<file path="config.mk">
export PLATFORM = sky130hd
export DESIGN_NAME = aes_inv_shift_row_serial
export DESIGN_NICKNAME = d
export VERILOG_FILES = /design/src/rtl/aes_pkg.sv /design/src/rtl/aes_inv_shift_row_serial.sv
export SDC_FILE = /design/constraint.sdc
export NUM_CORES = 1
export LEC_CHECK = 0
export ABC_AREA = 1
export CORE_UTILIZATION = 60
export CTS_CLUSTER_DIAMETER = 120
export DETAILED_ROUTE_END_ITERATION = 12
export PLACE_DENSITY = 0.78
export SYNTH_ARGS = -nofsm -noshare
export SYNTH_HDL_FRONTEND = slang
export SYNTH_SLANG_ARGS = --single-unit
</file>
<file path="constraint.sdc">
create_clock -name clk -period 25 [get_ports clk]
set_input_delay 3.75 -clock clk [delete_from_list [all_inputs] [get_ports clk]]
set_output_delay 3.75 -clock clk [all_outputs]
set_load 0.01 [all_outputs]
</file>
<file path="src/rtl/aes_pkg.sv">
// Shared AES constants and types.
//   AES_STATE_BYTES : bytes per AES state (16)
//   INV_SR_IDX      : source byte index for each InvShiftRows output byte k
//   SR_IDX          : source byte index for each ShiftRows output byte k
//   share_byte_t    : one 8-bit share of a state byte
package aes_pkg;

    localparam int unsigned AES_STATE_BYTES = 16;
    localparam int unsigned AES_IDX_W       = 4;

    typedef logic [7:0] share_byte_t;

    typedef enum logic {
        ST_LOAD  = 1'b0,
        ST_DRAIN = 1'b1
    } isr_state_e;

    // Byte index k = r + 4c; entry k = r + 4*((c - r) mod 4)
    localparam logic [AES_IDX_W-1:0] INV_SR_IDX [AES_STATE_BYTES] = '{
        4'd0,  4'd13, 4'd10, 4'd7,
        4'd4,  4'd1,  4'd14, 4'd11,
        4'd8,  4'd5,  4'd2,  4'd15,
        4'd12, 4'd9,  4'd6,  4'd3
    };

    // Byte index k = r + 4c; entry k = r + 4*((c + r) mod 4)
    localparam logic [AES_IDX_W-1:0] SR_IDX [AES_STATE_BYTES] = '{
        4'd0,  4'd5,  4'd10, 4'd15,
        4'd4,  4'd9,  4'd14, 4'd3,
        4'd8,  4'd13, 4'd2,  4'd7,
        4'd12, 4'd1,  4'd6,  4'd11
    };

endpackage

</file>
<file path="src/rtl/aes_inv_shift_row_serial.sv">
// Byte-serial, share-parallel InvShiftRows stage for masked AES decryption.
// Collects a 16-byte state in column-major order, then replays it permuted.
//   clk, rst   : clock, asynchronous active-high reset
//   in_valid   : input byte valid
//   in_ready   : block accepts a byte (LOAD phase)
//   in_data    : 8*NUM_SHARES bits, share s at [8*s+7:8*s]
//   out_valid  : output byte valid (DRAIN phase)
//   out_ready  : downstream accepts the byte
//   out_data   : permuted byte, same share layout as in_data
//   out_last   : marks the 16th output byte
//   busy       : a block is partially loaded or being drained
module aes_inv_shift_row_serial
    import aes_pkg::*;
#(
    parameter int unsigned NUM_SHARES = 2
) (
    input  logic                    clk,
    input  logic                    rst,
    input  logic                    in_valid,
    output logic                    in_ready,
    input  logic [8*NUM_SHARES-1:0] in_data,
    output logic                    out_valid,
    input  logic                    out_ready,
    output logic [8*NUM_SHARES-1:0] out_data,
    output logic                    out_last,
    output logic                    busy
);

    localparam int unsigned DW = 8 * NUM_SHARES;

    isr_state_e           r_state;
    isr_state_e           w_state_nxt;
    logic [AES_IDX_W-1:0] r_cnt;
    logic [DW-1:0]        r_buf [AES_STATE_BYTES];

    logic                 w_in_fire;
    logic                 w_out_fire;
    logic                 w_cnt_last;
    logic [AES_IDX_W-1:0] w_rd_idx;
    logic [DW-1:0]        w_rd_word;

    assign w_cnt_last = (r_cnt == AES_IDX_W'(AES_STATE_BYTES - 1));
    assign w_in_fire  = (r_state == ST_LOAD)  && in_valid;
    assign w_out_fire = (r_state == ST_DRAIN) && out_ready;
    assign w_rd_idx   = INV_SR_IDX[r_cnt];
    assign w_rd_word  = r_buf[w_rd_idx];

    // State register
    always_ff @(posedge clk or posedge rst) begin
        if (rst) begin
            r_state <= ST_LOAD;
        end else begin
            r_state <= w_state_nxt;
        end
    end

    // Next-state logic: phase flips on the 16th transfer of each phase
    always_comb begin
        w_state_nxt = r_state;
        case (r_state)
            ST_LOAD:  if (w_in_fire  && w_cnt_last) w_state_nxt = ST_DRAIN;
            ST_DRAIN: if (w_out_fire && w_cnt_last) w_state_nxt = ST_LOAD;
            default:  w_state_nxt = ST_LOAD;
        endcase
    end

    // Byte counter; the 4-bit wrap at 15 coincides with the phase change
    always_ff @(posedge clk or posedge rst) begin
        if (rst) begin
            r_cnt <= '0;
        end else if (w_in_fire || w_out_fire) begin
            r_cnt <= r_cnt + AES_IDX_W'(1);
        end
    end

    // State buffer, cleared on reset so no stale shares survive
    always_ff @(posedge clk or posedge rst) begin
        if (rst) begin
            for (int i = 0; i < int'(AES_STATE_BYTES); i++) begin
                r_buf[i] <= '0;
            end
        end else if (w_in_fire) begin
            r_buf[r_cnt] <= in_data;
        end
    end

    // Outputs decoded from registered state; each share sliced independently
    always_comb begin
        in_ready  = 1'b0;
        out_valid = 1'b0;
        out_last  = 1'b0;
        out_data  = '0;
        busy      = (r_state != ST_LOAD) || (r_cnt != '0);
        case (r_state)
            ST_LOAD: begin
                in_ready = 1'b1;
            end
            ST_DRAIN: begin
                out_valid = 1'b1;
                out_last  = w_cnt_last;
                for (int unsigned s = 0; s < NUM_SHARES; s++) begin
                    out_data[8*s +: 8] = w_rd_word[8*s +: 8];
                end
            end
            default: begin
                in_ready = 1'b0;
            end
        endcase
    end

endmodule

</file>
==> flow_summary.yaml <==
status:
  status: "finished clean"
critical_path:
  r2r-end: "r_buf[245]"
  end_kind: "output pin"
  path_common_cell: "nand2_1"
  cp.arrival_ns: 5.06
  slowest_stage: "dfrtp_4"
  cp.depth: 10
  r2r_slack_ns: 21.08
  cp.required_ns: 21.25
  path_cells: "clkinv_2 > ha_1 > nand2_1 > nand2_1 > nand2_1 > nand2_2 > inv_2 > nand3_1 > a21oi_1 > clkdlybuf4s50_1"
  cp_max_fo: 79
  regToRegStartpoint: "r_cnt[0]"
  reg2reg_depth: 5
  critPathBufInv: 3
  cp_top_family: "buffers and inverters"
  critPathKind: "reg -> out"
  critical_path.max_stage_delay_ns: 0.97
  startpoint_type: "flop"
routing:
  first_pass_iters: 5
  vias_per_cell: 5.64
  postRouteAntennaNets: 0
  drc_errors: 0
  wl_per_cell_um: 17.3
  routed_wl_mm: 34.1
  vias: 11100
  first_iter_violations: 1362
sta:
  setup_tns_ns: 0
  setup_viol: 0
  finalHoldViolCount: 0
  slew_headroom_pct: 13.0
  finalClockSkew_ns: 0.0120
  fin_crit_sh_pct: 35.3
  worst_slack_ns: 16.19
  slew_viol_final: 0
  period_needed_ns: 8.81
  worst_pin_slew_ns: 1.30
  fmax_mhz: 113
  rsz0062_at_grt: "no"
placement:
  hpwl_mm: 20.0
  gp_congestion: 0.857
  dpl_worst_slack_ns: 16.89
  io_buffers: 39
synth:
  ys.flop_type: "dfrtp_1"
  synth_common_cells: "nand2_1, o21ai_0, inv_1, dfrtp_1, nand3_1"
  synth_fp_nets: 1729
  synth.most_common_cell: "nand2_1"
  synthDistinctLibCells: 18
  synth-seq-cells: 261
  syn_area_mm2: 0.0128
  synth_edf_count: 0
  syn_inst: 1705
  ys_top_cells_by_area: "dfrtp_1, nand2_1, o21ai_0"
  ys_seq_area_share_pct: 51.1
  syn_area_per_cell_um2: 7.49
  synth_top_area_share_pct: 51.1
  async_reset_ff_share_pct: 100
  ys_warn_count: 0
  synth_top_area_cell: "dfrtp_1"
global_routing:
  met2_usage_pct: 52.1
  grt_pass1_wl_mm: 55.5
  grt_max_degree: 122
  grt_use_total_pct: 32.6
  grt_pass1_vias: 10700
  antenna_found_initial: 0
  busiest_layer: "met2"
  grt.overflow.total: 0
  grt_util_met1_pct: 45.2
  use_met3_pct: 4.20
clocking:
  htreeDepth: 1
  clockBufferDepth: 3
  cts_tree: "yes"
  postCtsHoldBufs: 0
  cts_setup_buffers: 0
  insertion_delay_ns: 0.54
  cts_resized: 0
  cts_inserted_buffers: 27
  clk_pin_slew_ns: 0.06
  cts_root_buf: "clkbuf_16"
  cts.sinks: 261
floorplan:
  dieArea_mm2: 0.0219
  die_w_um: 148
  core_mm2: 0.0210
  initial_core_util_pct: 60.9
  rows: 53
  io_pins: 40
  die_h_um: 148
power_and_ir_drop:
  max-vdd-ir-drop_mv: 0.103
  power_density_mw_per_mm2: 143
  total_leakage_power_nw: 6.84
  total_power_mw: 2.01
job:
  cap_violations: 0
layout:
  antennaDiodeCount: 0
  area_growth_pct: 9.62
  drive_gt1_share_pct: 4.84
  fin_nets: 1699
min_path:
  hold_end: "r_buf[225]"
  whs_path_depth: 2
  hp-class: "reg -> reg"
  min_from: "r_buf[225]"
[stage by stage]
stage / util [%] / hold WS, ns / cell area [um2] / cells
3_3_place_gp: 62.8 / 0.466 / 13200 / 1921
6_report: 66.8 / 0.482 / 14000 / 1968
2_1_floorplan: - / 0.453 / 12800 / 1705
4_1_cts: 66.8 / 0.488 / 14000 / 1968
3_5_place_dp: 62.8 / 0.473 / 13200 / 1921
5_1_grt: 66.8 / 0.499 / 14000 / 1968
[sequential cells by signal (all words and copies together) (netlist names)]
| name | cells |
|---|---|
| r_buf | 256 |
| r_cnt | 4 |
| r_state | 1 |
[placed cells by master (no fill, tap or decap), types with 3 or more instances in the layout]
master / Yosys / final
buf_4: 2 / 20
xor2_1: 3 / 3
clkinv_2: 0 / 6
o21ai_0: 275 / 275
nor2_1: 15 / 4
nand3_1: 213 / 213
clkdlybuf4s50_1: 0 / 39
a21oi_1: 16 / 16
clkbuf_8: 0 / 6
ha_1: 4 / 4
nand2_1: 528 / 528
nor2_2: 0 / 11
clkbuf_16: 0 / 27
inv_1: 263 / 261
dfrtp_1: 261 / 259
clkbuf_1: 50 / 8
inv_2: 5 / 5
[worst register-to-register path: stages (launching register included)]
cell and delay (ns):
dfrtp_4 0.97, clkinv_2 0.96, ha_1 0.60, nand3_1 0.98
nand2_1 0.17, o21ai_0 0.13
[layer usage]
layer  wire (um)  up-vias
met1       14100     5285
li1            -     5235
met4        1230        0
met3        2990       76
met5           0        -
met2       15800      512
[cell families (layout without fill, tap and decap cells)]
family / Yosys count / in the layout / synth area share (%)
compound gates: 291 / 291 / 11.4
xor+xnor: 5 / 5 / 0.461
fa+ha+maj: 4 / 4 / 0.392
buf+inv: 386 / 374 / 12.2
flops: 261 / 261 / 51.1
simple gates: 758 / 758 / 24.4
[where the power goes]
part | internal [mW] | switching [mW]
registers | 0.629 | 0.0940
logic | 0.299 | 0.595
clock network | 0.226 | 0.162
total | 1.15 | 0.851
[final cells by class]
| cell class | count | area, um2 |
|---|---|---|
| Clock inverter | 6 | 55.1 |
| Tap cell | 275 | 344 |
| Fill cell | 1768 | 6960 |
| Multi-Input combinational cell | 1058 | 4720 |
| Clock buffer | 41 | 788 |
| Sequential cell | 261 | 6540 |
| Timing Repair Buffer | 59 | 541 |
| Inverter | 268 | 1010 |
[how the worst max path moves through the flow]
stage                             end     start  slack (ns)
after CTS                 out_data[0]  r_cnt[0]       16.30
final                     out_data[0]  r_cnt[0]       16.19
after detailed placement  out_data[1]  r_cnt[0]       16.89
after global routing      out_data[0]  r_cnt[0]       15.95
after global placement    out_data[0]  r_cnt[0]       16.98
after floorplan              r_buf[0]       rst       14.07
Power figures use the tool's default switching activity.
